==> config.mk <==
export PLATFORM = sky130hd
export DESIGN_NAME = instruction_fetch
export DESIGN_NICKNAME = d
export VERILOG_FILES = /design/src/rtl/instruction_fetch.sv
export SDC_FILE = /design/constraint.sdc
export NUM_CORES = 1
export LEC_CHECK = 0
export ABC_CLOCK_PERIOD_IN_PS = 7030
export CAP_MARGIN = 30
export CORE_MARGIN = 5
export CORE_UTILIZATION = 55
export CTS_CLUSTER_DIAMETER = 150
export DETAILED_ROUTE_END_ITERATION = 8
export PLACE_DENSITY = 0.85
export SLEW_MARGIN = 20
export SYNTH_ARGS = -nofsm -noshare
export SYNTH_HDL_FRONTEND = slang
export SYNTH_SLANG_ARGS = --single-unit
==> constraint.sdc <==
create_clock -name i_clk -period 7.03 [get_ports i_clk]
set_input_delay 0.703 -clock i_clk [delete_from_list [all_inputs] [get_ports i_clk]]
set_output_delay 0.703 -clock i_clk [all_outputs]
set_load 0.02 [all_outputs]
==> src/rtl/instruction_fetch.sv <==
// Instruction fetch unit: two-entry prefetch buffer in front of a one-cycle program memory.
// Presents one- and two-word instructions to the decoder with a valid/ready handshake and jump redirect.
module instruction_fetch #(
  parameter logic [15:0] RESET_PC = 16'h0000,
  parameter int unsigned DEPTH    = 2
) (
  input  logic        i_clk,
  input  logic        i_rst,
  output logic [15:0] o_pm_addr,
  input  logic [15:0] i_pm_data,
  output logic        o_valid,
  input  logic        i_ready,
  output logic [15:0] o_instr,
  output logic [15:0] o_instr_ext,
  output logic        o_two_word,
  output logic [15:0] o_pc,
  input  logic        i_jump_valid,
  input  logic [15:0] i_jump_addr
);

  typedef struct packed {
    logic [15:0] addr;
    logic [15:0] word;
  } entry_t;

  entry_t      fifo_q [DEPTH];
  entry_t      fifo_d [DEPTH];
  logic [1:0]  count_q, count_d, pop_n, cnt_pop;
  logic        inflight_q;
  logic [15:0] inflight_addr_q;
  logic [15:0] pc_q;
  logic        head_two, present, fire, issue;

  // JMP/CALL and LDS/STS carry a second operand word.
  function automatic logic is_two_word(input logic [15:0] w);
    return ((w & 16'hFE0C) == 16'h940C) ||
           ((w & 16'hFE0F) == 16'h9000) ||
           ((w & 16'hFE0F) == 16'h9200);
  endfunction

  assign o_pm_addr = pc_q;

  // NOTE: every signal gets a default at the top of always_comb so no path leaves it unassigned (no latches).
  always_comb begin
    head_two    = is_two_word(fifo_q[0].word);
    present     = !i_rst && ((count_q == 2'd2) || (count_q == 2'd1 && !head_two));
    fire        = present && i_ready;
    pop_n       = fire ? (head_two ? 2'd2 : 2'd1) : 2'd0;
    cnt_pop     = count_q - pop_n;
    issue       = ({1'b0, count_q} + {2'b00, inflight_q} - {1'b0, pop_n}) < 3'd2;
    fifo_d      = fifo_q;
    if (pop_n == 2'd1) fifo_d[0] = fifo_q[1];
    // The returning word lands right behind whatever survives this cycle's pop.
    if (inflight_q) fifo_d[cnt_pop[0]] = '{addr: inflight_addr_q, word: i_pm_data};
    count_d     = cnt_pop + {1'b0, inflight_q};

    o_valid     = present;
    o_instr     = 16'h0000;
    o_instr_ext = 16'h0000;
    o_two_word  = 1'b0;
    o_pc        = 16'h0000;
    if (present) begin
      o_instr    = fifo_q[0].word;
      o_pc       = fifo_q[0].addr;
      o_two_word = head_two;
      if (head_two) o_instr_ext = fifo_q[1].word;
    end
  end

  // NOTE: non-blocking assignments for all state so each register samples pre-edge values.
  always_ff @(posedge i_clk) begin
    if (i_rst) begin
      pc_q            <= RESET_PC;
      count_q         <= 2'd0;
      inflight_q      <= 1'b0;
      inflight_addr_q <= RESET_PC;
    end else if (i_jump_valid) begin
      // Flush and squash: the word already in flight is dropped by clearing inflight_q.
      pc_q       <= i_jump_addr;
      count_q    <= 2'd0;
      inflight_q <= 1'b0;
    end else begin
      count_q    <= count_d;
      inflight_q <= issue;
      if (issue) begin
        inflight_addr_q <= pc_q;
        pc_q            <= pc_q + 16'd1;
      end
    end
  end

  // NOTE: buffer storage is not reset; count_q alone decides which entries are live.
  always_ff @(posedge i_clk) begin
    fifo_q <= fifo_d;
  end

  always_ff @(posedge i_clk) begin
    if (!i_rst && !i_jump_valid) begin
      assert (!(inflight_q && cnt_pop == 2'd2));
    end
  end

endmodule

After elaboration in Yosys (flattened, before gate mapping)
Index checks and enable logic that the tools add are counted.

storage, ports and cells
  output and inout port bits = 66
  logic and storage cells = 50
  register bits = 99

operators by class
  bitwise operators = 2
  multiplexer cells = 14
  magnitude comparators = 3
  add/sub/neg operators = 5
  eq/ne operators = 6
  reduce and logical (&&, ||, !) cells = 12

operator list
  cell                                                                    number
  16-bit 2-to-1 mux                                                       6
  64-bit bitwise mux                                                      1
  32-bit 2-to-1 mux                                                       2
  64-bit 2-to-1 mux                                                       1
  32-bit demux with 1-bit select                                          1
  11-bit equality test (second input constant)                            2
  16-bit by 1-bit adder with 16-bit output (second input constant)        1
  9-bit equality test (second input constant)                             1
  2-bit by 1-bit equality test with 1-bit output (second input constant)  2
  1-bit logical AND                                                       4
  2-bit 2-to-1 mux                                                        2
  2-bit by 1-bit adder with 3-bit output                                  1
  1-bit logical OR                                                        3
  3-bit by 2-bit < comparator with 1-bit output (second input constant)   1
  3-bit by 2-bit subtractor with 3-bit output                             1
  2-bit by 1-bit adder with 2-bit output                                  1
  2-bit equality test (second input constant)                             1
  2-bit >= comparator (second input constant)                             1
  1-bit logical NOT                                                       2
  2-bit by 1-bit < comparator with 1-bit output (second input constant)   1
  1-bit inverter with 2-bit output                                        1
  2-bit AND reduction                                                     1
  2-bit nonzero test                                                      1
  2-bit OR reduction                                                      1
  other kinds (3)                                                         3

Longest topological paths before layout
  depth in word-level cells = 17
  gate-level depth with buffers = 15

Worst setup path before layout
Ideal clock, no wire load.

  kind = reg-to-reg
  start = register fifo_q[35] (netlist name)
  end = register inflight_addr_q[7]
  stages on the path, launching flop included = 16
  data required time = 6,960 ps
  data arrival time = 3,790 ps
  library setup time = 70 ps
  setup slack = 3,169 ps
  buffers on the path = 4
  period minus slack after synthesis = 3,861 ps
  cells stage by stage = dfxtp_1 -> or4_4 -> o21a_1 -> buf_6 -> nor4_4 -> buf_4 -> nand2_1 -> ha_1 -> inv_1 -> fa_1 -> clkbuf_1 -> nand2_1 -> nor2_1 -> clkbuf_1 -> nand2_1 -> a21oi_1

on the way
  word-level cells in the longest chain between the ends = 12

RTL lines
  item                                                         RTL line  source
  start, declared                                              26        entry_t fifo_q [DEPTH];
  start signal, assigned                                       94        fifo_q <= fifo_d;
  11-bit equality test or 9-bit equality test (tied branches)  37, 36
  1-bit logical OR                                             36        return ((w & 16'hFE0C) == 16'h940C) ||
  1-bit logical OR (*)                                         37        ((w & 16'hFE0F) == 16'h9000) ||
  1-bit logical NOT                                            46        present = !i_rst && ((count_q == 2'd2) || (count_q == 2'd1 && !head_two));
  1-bit logical AND                                            46
  1-bit logical OR                                             46
  1-bit logical AND                                            46
  1-bit logical AND                                            47        fire = present && i_ready;
  2-bit 2-to-1 mux (*)                                         48        pop_n = fire ? (head_two ? 2'd2 : 2'd1) : 2'd0;
  3-bit by 2-bit subtractor with 3-bit output (*)              50        issue = ({1'b0, count_q} + {2'b00, inflight_q} - {1'b0, pop_n}) < 3'd2;
  3-bit by 2-bit < comparator with 1-bit output (*)            50
  2-bit AND reduction (no line) (*)                            --
  end signal, assigned                                         86        inflight_addr_q <= pc_q;
  end, declared                                                30        logic [15:0] inflight_addr_q;

Every way passes the cells marked *; elsewhere a longest branch is shown, timed or not.
A chain may end at the register's enable or synchronous reset.

Worst setup path after layout
  start = register fifo_q[34] (netlist name)
  end = register pc_q[15], in the netlist o_pm_addr[15]

on the way
  word-level cells in the longest chain between the ends = 12

RTL lines
  item                                                         RTL line  source
  11-bit equality test or 9-bit equality test (tied branches)  37, 36
  1-bit logical OR                                             36
  1-bit logical OR (*)                                         37
  1-bit logical NOT                                            46
  1-bit logical AND                                            46
  1-bit logical OR                                             46
  1-bit logical AND                                            46
  1-bit logical AND                                            47
  2-bit 2-to-1 mux (*)                                         48
  3-bit by 2-bit subtractor with 3-bit output (*)              50
  3-bit by 2-bit < comparator with 1-bit output (*)            50
  2-bit nonzero test (no line) (*)                             --
  end signal, assigned                                         79        pc_q <= i_jump_addr;
  end signal, assigned                                         87        pc_q <= pc_q + 16'd1;
  end, declared                                                31        logic [15:0] pc_q;

Marks and branches as above.

==> metrics.yaml <==
outcome:
  status: "finished, final reports clean"
hold_path:
  whs_path_depth: 0
  min-delay-start: "inflight_addr_q[7]"
  hp-class: "reg -> reg"
synthesis:
  postSynthNetCount: 551
  yosysSeqAreaShare_pct: 45.67
  synth_mux_area_share_pct: 1.117
  synth_ff_type: "dfxtp_1"
  syn_area_per_cell_um2: 9.865
  ys_types: 60
  synthArstFlopShare_pct: 0
  synth-xor-area-share_pct: 2.929
  synth_top_area_share_pct: 26.61
  synth_top_family_by_area: "simple AND/OR/NAND/NOR gates"
  synth_compound_area_share_pct: 19.26
  synthTopCellsByArea: "dfxtp_1, edfxtp_1, and2_1"
  synthSimpleGateAreaFrac_pct: 25.81
  synth_edf_count: 32
  netlist_area_um2: 5041
  ys_seq_elements: 99
  yosys_warnings: 0
  synth_fa_ha_area_share_pct: 1.142
  yosysTopAreaCell: "dfxtp_1"
  syn_inst: 511
floorplan:
  die_h_um: 105.7
  die_area_um2: 11180
  coreArea_um2: 9065
  rows: 35
  io_pins: 102
  start_util_pct: 55.61
  fp.dieW_um: 105.7
cts:
  ctsHtreeMaxLevel: 3
  clk_path_buf_depth: 2
  cts_setup_buffers: 0
  cts_resized: 0
  cts_hold_buf: 0
  clock-root-buffer: "clkbuf_8"
  cts_made_buffers: 9
  cts_tree: "built"
  clock_latency_ns: 0.37
  cts.sinks: 99
  cts.clk_slew.worst_paths_ns: 0.11
place:
  globalplace.congestion: 0.8161
  portBuffers: 101
  dp_hpwl_um: 9025
  dp_worst_setup_slack_ns: 1.960
  place_area_um2: 6087
global_route:
  grt_pass1_wl_um: 21400
  first_global_vias: 4319
  grtUsageTotal_pct: 23.33
  overflow: 0
  grt_antenna_before_repair: 0
  grt_max_degree: 41
critical_path:
  path_buf_inv: 1
  worstReg2RegStart: "fifo_q[34]"
  critical_path.endpoint_type: "register"
  r2r.worst_path.cells: 12
  worstPathArrival_ns: 4.92
  cp.required_ns: 7.30
  worstPathCellList: "or4_4, o21a_1, nor4_4, nand2_1, ha_1, inv_1, fa_1, xnor2_2, nand4_1, nor4_1, xnor2_1, o31ai_1"
  crit_family: "simple AND/OR/NAND/NOR gates"
  crit_type: "reg -> reg"
  cpPeakStageDelay_ns: 0.76
  startpoint_type: "register"
  critPathSlowestCell: "nor4_4"
  r2r_setup_slack_ns: 2.37
  critPathMaxFanout: 18
  r2r_end: "o_pm_addr[15]"
timing:
  skew_ns: 0.01372
  fin_crit_sh_pct: 66.22
  setup_viol: 0
  finalCriticalPeriod_ns: 4.655
  slew_headroom_pct: 43.81
  layout_setup_ws_ns: 2.375
  grt_setup_unrepaired: "no"
  fmax_mhz: 214.8
  slew_viol_final: 0
  finalSetupTns_ns: 0
  hold_violations: 0
  tightest_slew_ns: 0.8366
route:
  route.detailed.drc: 0
  vias: 4402
  firstDrtPassIters: 5
  wire_per_inst_um: 18.29
  vias_per_cell: 6.183
  ant_nets: 0
  drt_iter0_markers: 254
  wl_um: 13020
final_layout:
  layout-drive-gt1-share_pct: 12.48
  insertedDiodeCount: 0
  syn2layout_area_growth_pct: 25.71
  finalInstanceArea_um2: 6337
  finish.utilization_pct: 69.91
  fillCellCount: 682
  fin_nets: 636
pwr:
  swShare_pct: 28.93
  cellLeakagePower_nw: 2.205
  p_per_area_nw_per_um2: 210.8
  ir_drop_mv: 0.1060
  combPwrFrac_pct: 18.8
  p_seq_share_pct: 51.7
  clkPwrFrac_pct: 29.5
  p_int_mw: 0.9495
  p_sw_mw: 0.3865
job:
  cap_violations: 0
==> cells by family after synthesis <==
family	after synthesis
and+or+nand+nor	221
AOI/OAI and AO/OA	123
DFF	99
buffers and inverters	44
xor gates and xnor gates	16
muxes	4
adders and majority gates	4
==> layout make-up <==
class,count,area (µm²),area share [%]
Multi-Input combinational cell,368,2537,40.04
Clock buffer,9,123.9,1.955
Sequential cell,99,2302,36.33
Timing Repair Buffer,112,1121,17.69
Clock inverter,7,91.34,1.441
Tap cell,111,138.9,2.192
Inverter,6,22.52,0.3554
==> worst register-to-register path, cell delays in order, from the launching register on <==
cell and delay (ns):
dfxtp_1 0.38, or4_4 0.56, o21a_1 0.34, nor4_4 0.76, nand2_1 0.17, ha_1 0.35
inv_1 0.07, fa_1 0.46, xnor2_2 0.35, nand4_1 0.36, nor4_1 0.40, xnor2_1 0.12
o31ai_1 0.25
==> stage by stage <==
stage / hold WS [ns] / power (mW) / std cells
2_1_floorplan: 0.4261 / 0.8599 / 511
3_5_place_dp: 0.4501 / 0.9405 / 694
4_1_cts: 0.4776 / 1.326 / 710
3_3_place_gp: 0.4467 / 0.9267 / 692
6_report: 0.4763 / 1.336 / 712
5_1_grt: 0.4923 / 1.394 / 712
==> worst max path at each step <==
stage                          endpoint  startpoint  depth (start not counted)
floorplan            inflight_addr_q[7]  fifo_q[35]                         15
global placement     inflight_addr_q[8]  fifo_q[35]                         12
detailed placement  inflight_addr_q[13]  fifo_q[35]                         12
CTS                 inflight_addr_q[13]  fifo_q[35]                         12
global route              o_pm_addr[15]  fifo_q[35]                         12
finish                    o_pm_addr[15]  fifo_q[34]                         12
==> cell usage after synthesis (9+ instances only) <==
cell,n
o22ai_1,13
clkbuf_1,26
a2111oi_2,9
a21oi_1,36
and3_1,13
and2_1,52
xnor2_1,14
edfxtp_1,32
or3_1,18
nor3b_1,12
o221a_2,19
o21bai_1,13
nor2_1,21
dfxtp_1,67
nand2_1,55
==> metal layers <==
layer	share of wire (%)	track usage (%)
met5	0	0
met4	0.98	5.273
met3	6.6	5.205
met2	50	40.39
met1	42	29.79
==> cell usage in the layout, fill, tap and decap left out, types with 3 or more instances in the layout <==
cell type / Yosys / layout
clkbuf_8: 0 / 9
nor3_1: 4 / 4
a211oi_1: 5 / 5
a311oi_1: 3 / 3
o21a_1: 3 / 3
dfxtp_1: 67 / 67
a21oi_1: 36 / 35
or3_1: 18 / 18
nand3_1: 7 / 7
nor3b_1: 12 / 12
nand3b_1: 7 / 7
edfxtp_1: 32 / 32
nand2b_1: 3 / 3
o221ai_1: 3 / 3
nor4b_2: 6 / 6
inv_1: 5 / 5
nor2_1: 21 / 21
and3_1: 13 / 13
a21oi_2: 2 / 3
a2111oi_2: 9 / 9
o21ai_0: 7 / 7
clkdlybuf4s50_1: 0 / 101
and2_1: 52 / 52
ha_1: 3 / 3
o21bai_1: 13 / 13
nand4_1: 5 / 5
o22ai_1: 13 / 13
nand2_1: 55 / 55
o221a_2: 19 / 19
xnor2_1: 14 / 14
nor4b_1: 5 / 5
buf_4: 1 / 9
==> power groups by stage <==
stage          logic, mW  clock network [mW]  registers, mW
2_1_floorplan      0.169                   0          0.691
3_3_place_gp       0.227                   0          0.700
3_5_place_dp       0.238                   0          0.703
4_1_cts            0.240               0.396          0.690
5_1_grt            0.271               0.424          0.699
6_report           0.251               0.394          0.691
No activity file was read; power rests on OpenSTA's default activity.
